`config.mk`:
```
export PLATFORM = sky130hd
export DESIGN_NAME = ball_motion_sequencer
export DESIGN_NICKNAME = d
export VERILOG_FILES = /design/src/rtl/ball_pkg.sv /design/src/rtl/ball_axis_step.sv /design/src/rtl/ball_motion_sequencer.sv
export SDC_FILE = /design/constraint.sdc
export NUM_CORES = 1
export LEC_CHECK = 0
export BUFFER_PORTS_ARGS = -buffer_cell sky130_fd_sc_hd__buf_2
export CORE_ASPECT_RATIO = 1.4
export CORE_MARGIN = 2
export CORE_UTILIZATION = 60
export CTS_CLUSTER_SIZE = 20
export DETAILED_ROUTE_END_ITERATION = 10
export GPL_TIMING_DRIVEN = 0
export PLACE_DENSITY = 0.78
export SYNTH_ARGS = -nofsm -noshare
export SYNTH_HDL_FRONTEND = slang
export SYNTH_SLANG_ARGS = --single-unit
```
`constraint.sdc`:
```
create_clock -name clk -period 10.1 [get_ports clk]
set_clock_uncertainty 0.15 [all_clocks]
set_input_delay 2.02 -clock clk [delete_from_list [all_inputs] [get_ports clk]]
set_output_delay 2.02 -clock clk [all_outputs]
set_load 0.02 [all_outputs]
```
`src/rtl/ball_pkg.sv`:
```
// Shared constants, reset trajectory and sequencer state encoding for the
// ball motion sequencer and its axis-step datapath.
package ball_pkg;

  localparam int BALL_SIZE_DEF = 4;
  localparam int H_LIMIT_DEF   = 256;
  localparam int V_LIMIT_DEF   = 240;

  localparam int INIT_HPOS_BASE = 32;
  localparam int INIT_HPOS_STEP = 48;
  localparam int INIT_VPOS_BASE = 40;
  localparam int INIT_VPOS_STEP = 32;

  localparam logic [8:0] INIT_HVEL = 9'h1FE;  // -2
  localparam logic [8:0] INIT_VVEL = 9'h002;  // +2

  typedef enum logic [2:0] {
    IDLE,
    LOAD,
    STEP,
    WRITE,
    DONE
  } seq_state_e;

  function automatic logic [8:0] init_hpos(int i);
    return 9'(INIT_HPOS_BASE + INIT_HPOS_STEP * i);
  endfunction

  function automatic logic [8:0] init_vpos(int i);
    return 9'(INIT_VPOS_BASE + INIT_VPOS_STEP * i);
  endfunction

endpackage

```
`src/rtl/ball_axis_step.sv`:
```
// One-axis motion step: adds a two's-complement velocity to a position and
// reflects off the walls at 0 and max_i.
module ball_axis_step (
  input  logic [8:0] pos_i,
  input  logic [8:0] vel_i,
  input  logic [8:0] max_i,
  output logic [8:0] pos_o,
  output logic [8:0] vel_o,
  output logic       bounce_o
);

  logic [8:0] neg_vel;
  logic [9:0] wide_sum;

  assign neg_vel  = ~vel_i + 9'd1;
  assign wide_sum = {1'b0, pos_i} + {1'b0, vel_i};

  // NOTE: every output gets a default before the branches so no path leaves a
  // value unassigned, which would otherwise infer a latch.
  always_comb begin
    pos_o    = wide_sum[8:0];
    vel_o    = vel_i;
    bounce_o = 1'b0;
    if (!vel_i[8] && (vel_i != 9'd0) && (wide_sum >= {1'b0, max_i})) begin
      pos_o    = max_i;
      vel_o    = neg_vel;
      bounce_o = 1'b1;
    end else if (vel_i[8] && (pos_i < neg_vel)) begin
      // Moving left/up by more than the distance to the wall: clamp, no wrap.
      pos_o    = 9'd0;
      vel_o    = neg_vel;
      bounce_o = 1'b1;
    end
  end

endmodule

```
`src/rtl/ball_motion_sequencer.sv`:
```
// Per-frame sequencer: on each synchronized vsync rise, steps every ball
// through one shared pair of axis-step units and writes the results back.
module ball_motion_sequencer
  import ball_pkg::*;
#(
  parameter int NUM_BALLS = 4,
  parameter int BALL_SIZE = BALL_SIZE_DEF,
  parameter int H_LIMIT   = H_LIMIT_DEF,
  parameter int V_LIMIT   = V_LIMIT_DEF
) (
  input  logic                 clk,
  input  logic                 reset,
  input  logic                 vsync,
  input  logic                 pause,
  input  logic [2:0]           rd_idx,
  output logic [8:0]           rd_hpos,
  output logic [8:0]           rd_vpos,
  output logic                 busy,
  output logic [NUM_BALLS-1:0] bounce_h,
  output logic [NUM_BALLS-1:0] bounce_v,
  output logic                 overrun,
  output logic [15:0]          frame_count
);

  localparam logic [8:0] H_MAX    = 9'(H_LIMIT - BALL_SIZE);
  localparam logic [8:0] V_MAX    = 9'(V_LIMIT - BALL_SIZE);
  localparam logic [2:0] LAST_IDX = 3'(NUM_BALLS - 1);

  logic vs_meta_q, vs_sync_q, vs_prev_q, vs_rise;

  seq_state_e state_q, state_d;
  logic [2:0] idx_q, idx_d;

  logic [8:0] hpos_q [NUM_BALLS];
  logic [8:0] vpos_q [NUM_BALLS];
  logic [8:0] hvel_q [NUM_BALLS];
  logic [8:0] vvel_q [NUM_BALLS];

  logic [8:0] ld_hpos, ld_vpos, ld_hvel, ld_vvel;
  logic [8:0] wk_hpos_q, wk_vpos_q, wk_hvel_q, wk_vvel_q;
  logic [8:0] nx_hpos, nx_vpos, nx_hvel, nx_vvel;
  logic       nx_bh, nx_bv;
  logic [8:0] st_hpos_q, st_vpos_q, st_hvel_q, st_vvel_q;
  logic       st_bh_q, st_bv_q;

  logic [NUM_BALLS-1:0] bounce_h_d, bounce_h_q, bounce_v_d, bounce_v_q;
  logic                 overrun_q;
  logic [15:0]          frame_q;

  assign vs_rise = vs_sync_q & ~vs_prev_q;

  always_comb begin
    state_d = state_q;
    idx_d   = idx_q;
    unique case (state_q)
      IDLE:  if (vs_rise && !pause) state_d = LOAD;
      LOAD:  state_d = STEP;
      STEP:  state_d = WRITE;
      WRITE: begin
        if (idx_q == LAST_IDX) begin
          state_d = DONE;
        end else begin
          idx_d   = idx_q + 3'd1;
          state_d = LOAD;
        end
      end
      DONE: begin
        idx_d   = 3'd0;
        state_d = IDLE;
      end
      default: state_d = IDLE;
    endcase
  end

  // Shared register-file read muxes: work-register load and renderer port.
  always_comb begin
    ld_hpos = '0;
    ld_vpos = '0;
    ld_hvel = '0;
    ld_vvel = '0;
    rd_hpos = '0;
    rd_vpos = '0;
    for (int i = 0; i < NUM_BALLS; i++) begin
      if (idx_q == 3'(i)) begin
        ld_hpos = hpos_q[i];
        ld_vpos = vpos_q[i];
        ld_hvel = hvel_q[i];
        ld_vvel = vvel_q[i];
      end
      if (rd_idx == 3'(i)) begin
        rd_hpos = hpos_q[i];
        rd_vpos = vpos_q[i];
      end
    end
  end

  always_comb begin
    bounce_h_d = '0;
    bounce_v_d = '0;
    for (int i = 0; i < NUM_BALLS; i++) begin
      bounce_h_d[i] = (state_q == WRITE) && (idx_q == 3'(i)) && st_bh_q;
      bounce_v_d[i] = (state_q == WRITE) && (idx_q == 3'(i)) && st_bv_q;
    end
  end

  ball_axis_step u_step_h (
    .pos_i    (wk_hpos_q),
    .vel_i    (wk_hvel_q),
    .max_i    (H_MAX),
    .pos_o    (nx_hpos),
    .vel_o    (nx_hvel),
    .bounce_o (nx_bh)
  );

  ball_axis_step u_step_v (
    .pos_i    (wk_vpos_q),
    .vel_i    (wk_vvel_q),
    .max_i    (V_MAX),
    .pos_o    (nx_vpos),
    .vel_o    (nx_vvel),
    .bounce_o (nx_bv)
  );

  // NOTE: state is updated only with non-blocking assignments so every
  // register samples its inputs from before the clock edge.
  always_ff @(posedge clk or posedge reset) begin
    if (reset) begin
      vs_meta_q  <= 1'b0;
      vs_sync_q  <= 1'b0;
      vs_prev_q  <= 1'b0;
      state_q    <= IDLE;
      idx_q      <= 3'd0;
      bounce_h_q <= '0;
      bounce_v_q <= '0;
      overrun_q  <= 1'b0;
      frame_q    <= 16'd0;
    end else begin
      vs_meta_q  <= vsync;
      vs_sync_q  <= vs_meta_q;
      vs_prev_q  <= vs_sync_q;
      state_q    <= state_d;
      idx_q      <= idx_d;
      bounce_h_q <= bounce_h_d;
      bounce_v_q <= bounce_v_d;
      if (vs_rise && (state_q != IDLE)) overrun_q <= 1'b1;
      if (state_q == DONE) frame_q <= frame_q + 16'd1;
    end
  end

  always_ff @(posedge clk or posedge reset) begin
    if (reset) begin
      wk_hpos_q <= '0;
      wk_vpos_q <= '0;
      wk_hvel_q <= '0;
      wk_vvel_q <= '0;
      st_hpos_q <= '0;
      st_vpos_q <= '0;
      st_hvel_q <= '0;
      st_vvel_q <= '0;
      st_bh_q   <= 1'b0;
      st_bv_q   <= 1'b0;
    end else begin
      if (state_q == LOAD) begin
        wk_hpos_q <= ld_hpos;
        wk_vpos_q <= ld_vpos;
        wk_hvel_q <= ld_hvel;
        wk_vvel_q <= ld_vvel;
      end
      if (state_q == STEP) begin
        st_hpos_q <= nx_hpos;
        st_vpos_q <= nx_vpos;
        st_hvel_q <= nx_hvel;
        st_vvel_q <= nx_vvel;
        st_bh_q   <= nx_bh;
        st_bv_q   <= nx_bv;
      end
    end
  end

  // NOTE: the register file is reset because every ball has a defined start
  // trajectory; a reset mid-pass must restore all of it at once.
  always_ff @(posedge clk or posedge reset) begin
    if (reset) begin
      for (int i = 0; i < NUM_BALLS; i++) begin
        hpos_q[i] <= init_hpos(i);
        vpos_q[i] <= init_vpos(i);
        hvel_q[i] <= INIT_HVEL;
        vvel_q[i] <= INIT_VVEL;
      end
    end else if (state_q == WRITE) begin
      for (int i = 0; i < NUM_BALLS; i++) begin
        if (idx_q == 3'(i)) begin
          hpos_q[i] <= st_hpos_q;
          vpos_q[i] <= st_vpos_q;
          hvel_q[i] <= st_hvel_q;
          vvel_q[i] <= st_vvel_q;
        end
      end
    end
  end

  assign busy        = (state_q != IDLE);
  assign bounce_h    = bounce_h_q;
  assign bounce_v    = bounce_v_q;
  assign overrun     = overrun_q;
  assign frame_count = frame_q;

endmodule
```
==> qor.txt, run 1 <==
critical path's slowest cell: mux4_2
highest routed metal layer: met4
area delta synth->final: 10.65%
power per cell area: 382.3 nW/um^2
vias: 10100
top cell type's share of synthesized area: 38.39%
largest family of logic cells by synthesized area: compound AO/OA/AOI/OAI gates
Die Width: 128.6 um
IO buf count: 48
CP required: 7.93 ns
cells after synthesis: 1249
R2R Setup Slk: 5.88 ns
design area: 14430 um^2
CTS Hold Bufs: 0
DR iter-0 viols: 657
Starting Density: 61.26%
final worst-path cycle share: 60.54%
total of max-cap violations: 0
wl on met1: 13070 um
vias per std cell: 6.302
# rows: 63
Worst Setup SP: rd_idx[0]
Synth Area per Inst: 10.44 um^2
router iterations before antenna repair: 5
Synthesized Nets: 1304
CP most frequent cell: buf_2
proportion of synthesized chip area in sequential cells: 48.87%
Synth Area in Adders: 4.722%
Startpoint Class: input pin
Post-Synth XOR/XNOR Area: 2.351%
Inserted Clock Buffers: 24
final hold vios: 0
Sink Count: 252
Slew @ Worst Pin: 1.011 ns
status: completed
grt ovf: 0
fin cells: 1603
Yosys reg bits: 252
Avg WL per Cell: 21.29 um
Hold Path Class: register to register
worst rel slew slack: 32.32%
Setup Viol. Count Final: 0
R2R cell count: 12
Synth cell types: 74
antenna violations before repair: 0
post-synthesis compound-gate area fraction: 14.14%
fin. max-slew vios: 0
GRT Resource Usage Total: 30.68%
CP Data Arrival Time: 3.94 ns
Setup crit end: rd_hpos[7]
CTS tree: built
critical path endpoint category: primary output
DP HPWL: 24620 um
Setup TNS Final: 0 ns
first-pass GRT wire length: 54880 um
DIE AREA: 22940 um^2
Cell Chain, Critical Path: clkbuf_1, buf_2, mux4_2, nor2b_1, buf_2
synth warn: 0
Async SR Flop Fraction: 100.0%
Clock Root Buffer: clkbuf_16
met3 wire length: 1679 um
Core Area: 21280 um^2
RSZ-0062 raised after global routing: false
# IOs: 51
Final Routed Wirelength: 34140 um
Worst R2R Start: wk_hvel_q[0]
chip height: 178.4 um
nets@finish: 1380
placed cell area: 13670 um^2
antenna-violating nets left: 0
Synth area leaders: dfrtp_1 (38%), dfstp_2 (10%), mux2_2 (9.5%), nand2_1 (4.7%), ha_1 (4.4%)
Clock transition at path regs: 0.06 ns
Fillers: 1586
H-tree Lvls: 1
setup bufs post-CTS: 0
vias in the first global route: 10410
routed wl met2: 17490 um
top_reg_cell synth: dfrtp_1
Finished Core Util: 67.78%
worst stage delay on the critical path: 0.56 ns
CTS resizes: 0
minimum clock period: 6.114 ns
Post-synth EDFFs: 0
Crit Path Class: input pin to primary output
area leader, netlist: dfrtp_1
Placed Cells incl. Taps: 1559
maximum fanout along the worst path: 10
placer congestion estimate: 0.9712
largest net degree at the start of global routing: 118
Syn Std Cell Area: 13040 um^2
n_diodes: 0
pre-CTS WS: 3.932 ns
DRC: 0
layout cells sized above 1: 22.19%
Worst IR Drop VDD: 0.0001914 V
Setup WS post-layout: 3.986 ns
f_max: 0.1635 GHz
RR Endpoint: st_hvel_q[1]
Leak: 6.484 nW
fraction of the mapped netlist area in simple logic gates: 13.79%
worst skew pair latency: 0.52 ns
CTS Buffer Depth: 3
mux cell area share after synthesis: 12.99%
cell usage in the layout (no fill, tap or decap), types with 4 or more instances in the layout:
cell       netlist  routed
nor3_1          20      20
nand2_1        163     163
nand3_1         20      20
or2_2            4       4
buf_1           10      10
ha_1            46      46
o21a_1           7       7
a31oi_1          5       5
mux4_2          18      18
o211ai_1         5       5
nand4_1          8       8
a21o_1           7       7
o31ai_1          6       6
o21ai_1         11      11
a21oi_1         99      99
o22a_1           5       5
buf_2            9      57
a211oi_1        41      41
mux2i_1          5       5
clkbuf_16        0      25
inv_1           25      24
xor2_1          19      19
nand2b_1         5       5
nor2b_1         23      23
dfstp_2         52      52
dfrtp_1        200     200
o21ai_0         21      21
clkbuf_1        54      65
xnor2_1         16      16
and2_1          11      11
nor2_1         119     119
a22oi_1         36      36
nor4_1           4       4
or3_1            4       4
mux2_2         110     110
cell usage after synthesis (4+ instances only):
library cell	instances
dfrtp_1	200
nand2_1	163
nor2_1	119
mux2_2	110
a21oi_1	99
clkbuf_1	54
dfstp_2	52
ha_1	46
a211oi_1	41
a22oi_1	36
inv_1	25
nor2b_1	23
o21ai_0	21
nand3_1	20
nor3_1	20
xor2_1	19
mux4_2	18
xnor2_1	16
and2_1	11
o21ai_1	11
buf_1	10
buf_2	9
nand4_1	8
a21o_1	7
o21a_1	7
o31ai_1	6
a31oi_1	5
mux2i_1	5
nand2b_1	5
o211ai_1	5
o22a_1	5
nor4_1	4
or2_2	4
or3_1	4
sequential cells by signal, indices dropped and copies added (netlist names), 3 cells and up:
register,count
st_vvel_q,9
wk_hpos_q,9
frame_count,16
wk_hvel_q,9
hvel_q,36
state_q,3
vvel_q,36
idx_q,3
bounce_h,4
st_hvel_q,9
st_hpos_q,9
bounce_v,4
hpos_q,36
vpos_q,36
st_vpos_q,9
wk_vpos_q,9
wk_vvel_q,9
final cells by class:
cell class                 count  area (um^2)  area share, %
buffer                        76        315.3          2.186
clock buffer                  39        708.2          4.909
clock inverter                 5        52.55         0.3643
inverter                      25        101.3         0.7025
multi-input combinational    896         6257          43.37
sequential                   252         6371          44.16
tap                          260        325.3          2.255
timing repair buffer          50        295.3          2.047
how the worst min path moves through the flow:
stage	slack, ns	from	to	depth (start not counted)
finish	0.20	vs_meta_q	vs_sync_q	0
global route	0.20	vs_meta_q	vs_sync_q	0
CTS	0.20	vs_meta_q	vs_sync_q	0
detailed placement	0.19	vs_meta_q	vs_sync_q	0
global placement	0.19	vs_meta_q	vs_sync_q	0
floorplan	0.18	vs_meta_q	vs_sync_q	0
power by group:
group          switching, mW  internal (mW)  leakage, nW
clock                  0.380          0.505        0.369
sequential             0.429           1.50         3.07
combinational           1.59           1.11         3.04
through the flow:
| stage | hold slack, ns | total power [mW] |
|---|---|---|
| 2_1_floorplan | 0.1812 | 3.783 |
| 3_3_place_gp | 0.1864 | 4.473 |
| 3_5_place_dp | 0.1863 | 4.569 |
| 4_1_cts | 0.2007 | 5.478 |
| 5_1_grt | 0.2012 | 5.878 |
| 6_report | 0.2001 | 5.515 |
logic make-up after synthesis:
family / count (synthesis)
AO/OA/AOI/OAI: 279
AND/OR/NAND/NOR: 401
flip-flops: 252
buffers and inverters: 101
multiplexers: 133
XOR/XNOR: 35
adder cells (fa/ha/maj): 48
per-layer routing:
metal  GRT usage [%]  vias to the layer above
li1                -                     4584
met1           36.07                     5103
met2           53.30                      313
met3           4.889                      102
met4           17.39                        0
met5               0                        -
critical path, delay by kind of cell:
family                 cells  cell delay, ns
multiplexers               1            0.56
AND/OR/NAND/NOR            1            0.15
buffers and inverters      3            1.20
Power figures use the tool's default switching activity.
==> run 2: changes to the inputs <==
- CORE_UTILIZATION: 60 -> 56
- PLACE_DENSITY: 0.78 -> 0.76
- clock period: 10.1 -> 5 ns (I/O delays scaled with it)
==> qor.txt, run 2 (synthesis gave the netlist of run 1 again) <==
status: completed
Crit Path Class: register to register
n_diodes: 0
Slew @ Worst Pin: 1.114 ns
RSZ-0062 raised after global routing: false
Worst Hold Path EP: vs_sync_q
RR Endpoint: st_hvel_q[6]
grt ovf: 0
Starting Density: 56.59%
worst skew pair latency: 0.53 ns
layout cells sized above 1: 23.04%
internal power: 6.451 mW
Multi-input gate area: 6257 um^2
Fillers: 1831
Core Area: 23040 um^2
Hold Path Class: register to register
maximum fanout along the worst path: 9
Clock transition at path regs: 0.07 ns
minimum clock period: 4.218 ns
Worst IR Drop VDD: 0.0003312 V
Worst Hold Path Cells: 0
GRT Resource Usage Total: 28.98%
vias per std cell: 6.123
DIE AREA: 24530 um^2
critical path endpoint category: register
CTS tree: built
CTS resizes: 0
first-pass GRT wire length: 55870 um
CP required: 5.31 ns
Clock Root Buffer: clkbuf_16
Avg WL per Cell: 21.03 um
Die Width: 133.0 um
worst stage delay on the critical path: 0.66 ns
# rows: 66
fin. max-slew vios: 0
Startpoint Class: register
worst rel slew slack: 25.45%
register area: 6371 um^2
H-tree Lvls: 1
Reg power frac: 34.4%
nets@finish: 1386
DRC: 0
Setup TNS Final: 0 ns
Leak: 6.583 nW
DP HPWL: 25390 um
Cell Chain, Critical Path: inv_1, ha_1, nor3b_1, nand2_1, or3_1, ha_1, ha_1, o211ai_1, o211ai_1, o22ai_1, a21oi_1, o221a_2
chip height: 184.5 um
antenna violations before repair: 0
Sink Count: 252
Setup WS post-layout: 0.7824 ns
final hold vios: 0
commonest non-fill, non-tap cells in the layout: dfrtp_1 (200), nand2_1 (163), nor2_1 (119), mux2_2 (110), a21oi_1 (99)
placed cell area: 13800 um^2
Inserted Clock Buffers: 25
pre-CTS WS: 0.8703 ns
Final Routed Wirelength: 34820 um
Sw Pwr: 4.883 mW
commonest non-fill, non-tap cell in the layout: dfrtp_1
Comb pwr share: 48.2%
min-delay src: vs_meta_q
power per cell area: 772.4 nW/um^2
antenna-violating nets left: 0
area delta synth->final: 12.54%
setup bufs post-CTS: 0
DR iter-0 viols: 829
placer congestion estimate: 0.9516
IO buf count: 48
f_max: 0.2371 GHz
# IOs: 51
largest net degree at the start of global routing: 45
design area: 14670 um^2
Setup Viol. Count Final: 0
CP top delay family: compound AO/OA/AOI/OAI gates
CTS Hold Bufs: 0
Worst R2R Start: wk_hvel_q[1]
CTS Buffer Depth: 3
Tot Pwr: 11.33 mW
router iterations before antenna repair: 5
Worst Path Buf+Inv: 1
total of max-cap violations: 0
CP Data Arrival Time: 4.53 ns
vias: 10140
R2R cell count: 12
CP most frequent cell: ha_1
R2R Setup Slk: 0.78 ns
critical path's slowest cell: o211ai_1
clock share of power: 17.4%
Net Sw Frac: 43.08%
final worst-path cycle share: 84.35%
vias in the first global route: 10180
run 2: cell count changes in the layout (fill, tap and decap cells not counted):
cell / delta
bufinv_16: +1
inv_8: -1
clkbuf_1: -6
clkbuf_16: +1
clkinv_2: +1
inv_6: +1
buf_16: -2
buf_12: +7
clkbuf_8: +5
run 2: area by class of cell:
class	instances	area share (%)
sequential	252	43.42
multi-input combinational	896	42.65
clock buffer	39	5.313
tap	306	2.609
timing repair buffer	55	2.592
buffer	76	2.149
inverter	25	0.6651
clock inverter	7	0.6054
run 2: worst max path at each step:
stage	to	startpoint	cells past startpoint
global route	st_hvel_q[6]	wk_hvel_q[0]	12
global placement	vvel_q[25]	reset	2
finish	st_hvel_q[6]	wk_hvel_q[1]	12
CTS	rd_hpos[6]	rd_idx[0]	5
detailed placement	rd_hpos[6]	rd_idx[0]	5
floorplan	bounce_h[0]	reset	1
run 2: power groups by stage:
| stage | sequential, mW | clock (mW) | combinational (mW) |
|---|---|---|---|
| 4_1_cts | 3.87 | 1.98 | 5.42 |
| 2_1_floorplan | 3.55 | 0 | 4.09 |
| 5_1_grt | 4.00 | 2.06 | 6.02 |
| 3_5_place_dp | 3.89 | 0 | 5.37 |
| 3_3_place_gp | 3.85 | 0 | 5.21 |
| 6_report | 3.90 | 1.97 | 5.46 |
run 2: layer usage:
metal / global-route usage, % / vias to the layer above / wire [um]
li1: - / 4614 / -
met2: 50.63 / 308 / 17730
met5: 0 / - / 0
met3: 3.383 / 81 / 1574
met4: 15.61 / 0 / 1955
met1: 35.14 / 5136 / 13560
run 2: worst reg2reg max path, delay by kind of cell, from the launching register on:
family / cells / cell delay [ns]
buffers and inverters: 1 / 0.11
DFF: 1 / 0.50
and+or+nand+nor: 3 / 1.11
adders and majority gates: 3 / 0.91
AOI/OAI and AO/OA: 5 / 1.37
run 2: through the flow:
stage	hold slack, ns	util [%]	std cells
CTS	0.2237	63.69	1656
global placement	0.1863	59.31	1603
finish	0.2189	63.69	1656
floorplan	0.1812	-	1249
global route	0.2336	63.69	1656
detailed placement	0.1856	59.92	1610
==> run 3: changes to the inputs <==
- clock period: 5 -> 3.4 ns (I/O delays scaled with it)
==> qor.txt, run 3 (synthesis gave the netlist of run 1 again) <==
commonest non-fill, non-tap cell in the layout: dfrtp_1
grt ovf: 0
Sink Count: 252
layout cells sized above 1: 27.11%
critical path's slowest cell: dfrtp_2
Tot Pwr: 17.56 mW
power per cell area: 1165 nW/um^2
RR Endpoint: st_hvel_q[1]
total of max-cap violations: 0
Starting Density: 56.59%
H-tree Lvls: 1
antenna violations before repair: 0
Setup Viol. Count Final: 0
DR iter-0 viols: 851
final worst-path cycle share: 98.89%
worst stage delay on the critical path: 0.48 ns
Crit Path Class: register to register
placer congestion estimate: 0.9870
final hold vios: 0
worst skew pair latency: 0.53 ns
fin cells: 1678
Worst Hold Path Cells: 1
router iterations before antenna repair: 6
Leak: 6.717 nW
commonest non-fill, non-tap cells in the layout: dfrtp_1 (193), nand2_1 (160), nor2_1 (119), mux2_2 (109), a21oi_1 (98)
nets@finish: 1410
DRC: 0
critical path depth: 12
status: completed
fin. max-slew vios: 0
vias: 10460
Die Width: 133.0 um
worst rel slew slack: 24.78%
maximum fanout along the worst path: 4
Startpoint Class: register
# rows: 66
largest net degree at the start of global routing: 44
Worst R2R Start: wk_hvel_q[0]
Final Routed Wirelength: 35560 um
min-delay src: vsync
CP Data Arrival Time: 3.61 ns
CP required: 3.65 ns
Placed Cells incl. Taps: 1609
Clock transition at path regs: 0.07 ns
Worst IR Drop VDD: 0.0005326 V
CP top delay family: simple AND/OR/NAND/NOR gates
GRT Resource Usage Total: 29.30%
Worst Path Buf+Inv: 1
CTS Buffer Depth: 3
vias per std cell: 6.233
Avg WL per Cell: 21.19 um
n_diodes: 0
R2R cell count: 12
RSZ-0062 raised after global routing: true
first-pass GRT wire length: 56380 um
Worst Hold Path EP: vs_meta_q
IO buf count: 48
DP HPWL: 25300 um
antenna-violating nets left: 0
critical path endpoint category: register
Core Area: 23040 um^2
Slew @ Worst Pin: 1.124 ns
area delta synth->final: 15.60%
minimum clock period: 3.362 ns
R2R Setup Slk: 0.04 ns
DIE AREA: 24530 um^2
f_max: 0.2974 GHz
Setup TNS Final: 0 ns
Clock Root Buffer: clkbuf_16
Inserted Clock Buffers: 25
chip height: 184.5 um
# IOs: 51
vias in the first global route: 10530
CP most frequent cell: ha_4
CTS tree: built
Hold Path Class: input pin to register
Cell Chain, Critical Path: inv_4, ha_4, nor3b_4, nand2_2, or3_4, ha_4, ha_4, o211ai_1, o211a_4, or3_4, mux2i_4, o21ai_2
## run 3: cell types whose count changed in the layout (fill, tap and decap cells not counted), sizes merged
cell | previous run | this run
dlygate4sd3 | 0 | 1
buf | 77 | 102
clkbuf | 93 | 89
## run 3: worst reg2reg max path, delay by kind of cell, from the launching register on
family / cells / cell delay [ns]
compound gates: 3 / 0.52
fa+ha+maj: 3 / 0.66
buf+inv: 1 / 0.10
flops: 1 / 0.48
mux: 1 / 0.22
simple gates: 4 / 1.10
## run 3: routing by layer
layer  vias up  wire length (um)  GRT usage (%)
li1       4659                 -              -
met2       357             18120          51.67
met3       131              1664          3.685
met5         -                 0              0
met1      5312             13440          33.90
met4         0              2345          18.24
## run 3: final cells by class
class | count | area (um^2)
Fill cell | 1718 | 7968
Multi-Input combinational cell | 896 | 6497
Sequential cell | 252 | 6380
Clock buffer | 37 | 733.2
Timing Repair Buffer | 83 | 584.3
Tap cell | 306 | 382.9
Buffer | 72 | 305.3
Inverter | 25 | 100.1
Clock inverter | 7 | 88.84
## run 3: worst max-delay path by stage
stage                             from            to  slack [ns]
after global routing      wk_hvel_q[0]  st_hvel_q[1]       -0.07
after global placement           reset    vvel_q[34]       -2.11
after CTS                 wk_hvel_q[0]  st_hvel_q[1]       0.002
final                     wk_hvel_q[0]  st_hvel_q[1]        0.04
after floorplan                  reset   bounce_h[0]       -0.70
after detailed placement  wk_hvel_q[0]  st_hvel_q[1]       -0.58
## run 3: stage by stage
step           setup slack [ns]  utilization (%)  hold WS, ns  instance area [um^2]
6_report                0.03761            65.42       0.1112                 15070
3_3_place_gp             -2.113            59.41       0.1852                 13690
4_1_cts                0.001660            64.62      0.09748                 14890
2_1_floorplan           -0.7032                -       0.1812                 13060
3_5_place_dp            -0.5809            59.93       0.1926                 13810
5_1_grt                -0.06704            65.42      0.08821                 15070
## run 3: timing repair
item | in CTS | in global routing
buffers inserted | 15 | 13
hold endpoints to repair | 5 | 0
gates resized for setup | 33 | 21
pin swaps | 4 | 14
setup endpoints to repair | 44 | 36
hold buffers | 1 | 0
## run 3: power by group
part           switching, mW  internal, mW  total [mW]
logic                   5.10          3.88        8.98
registers               1.30          4.46        5.77
clock network           1.17          1.65        2.81
total                   7.57          9.99        17.6
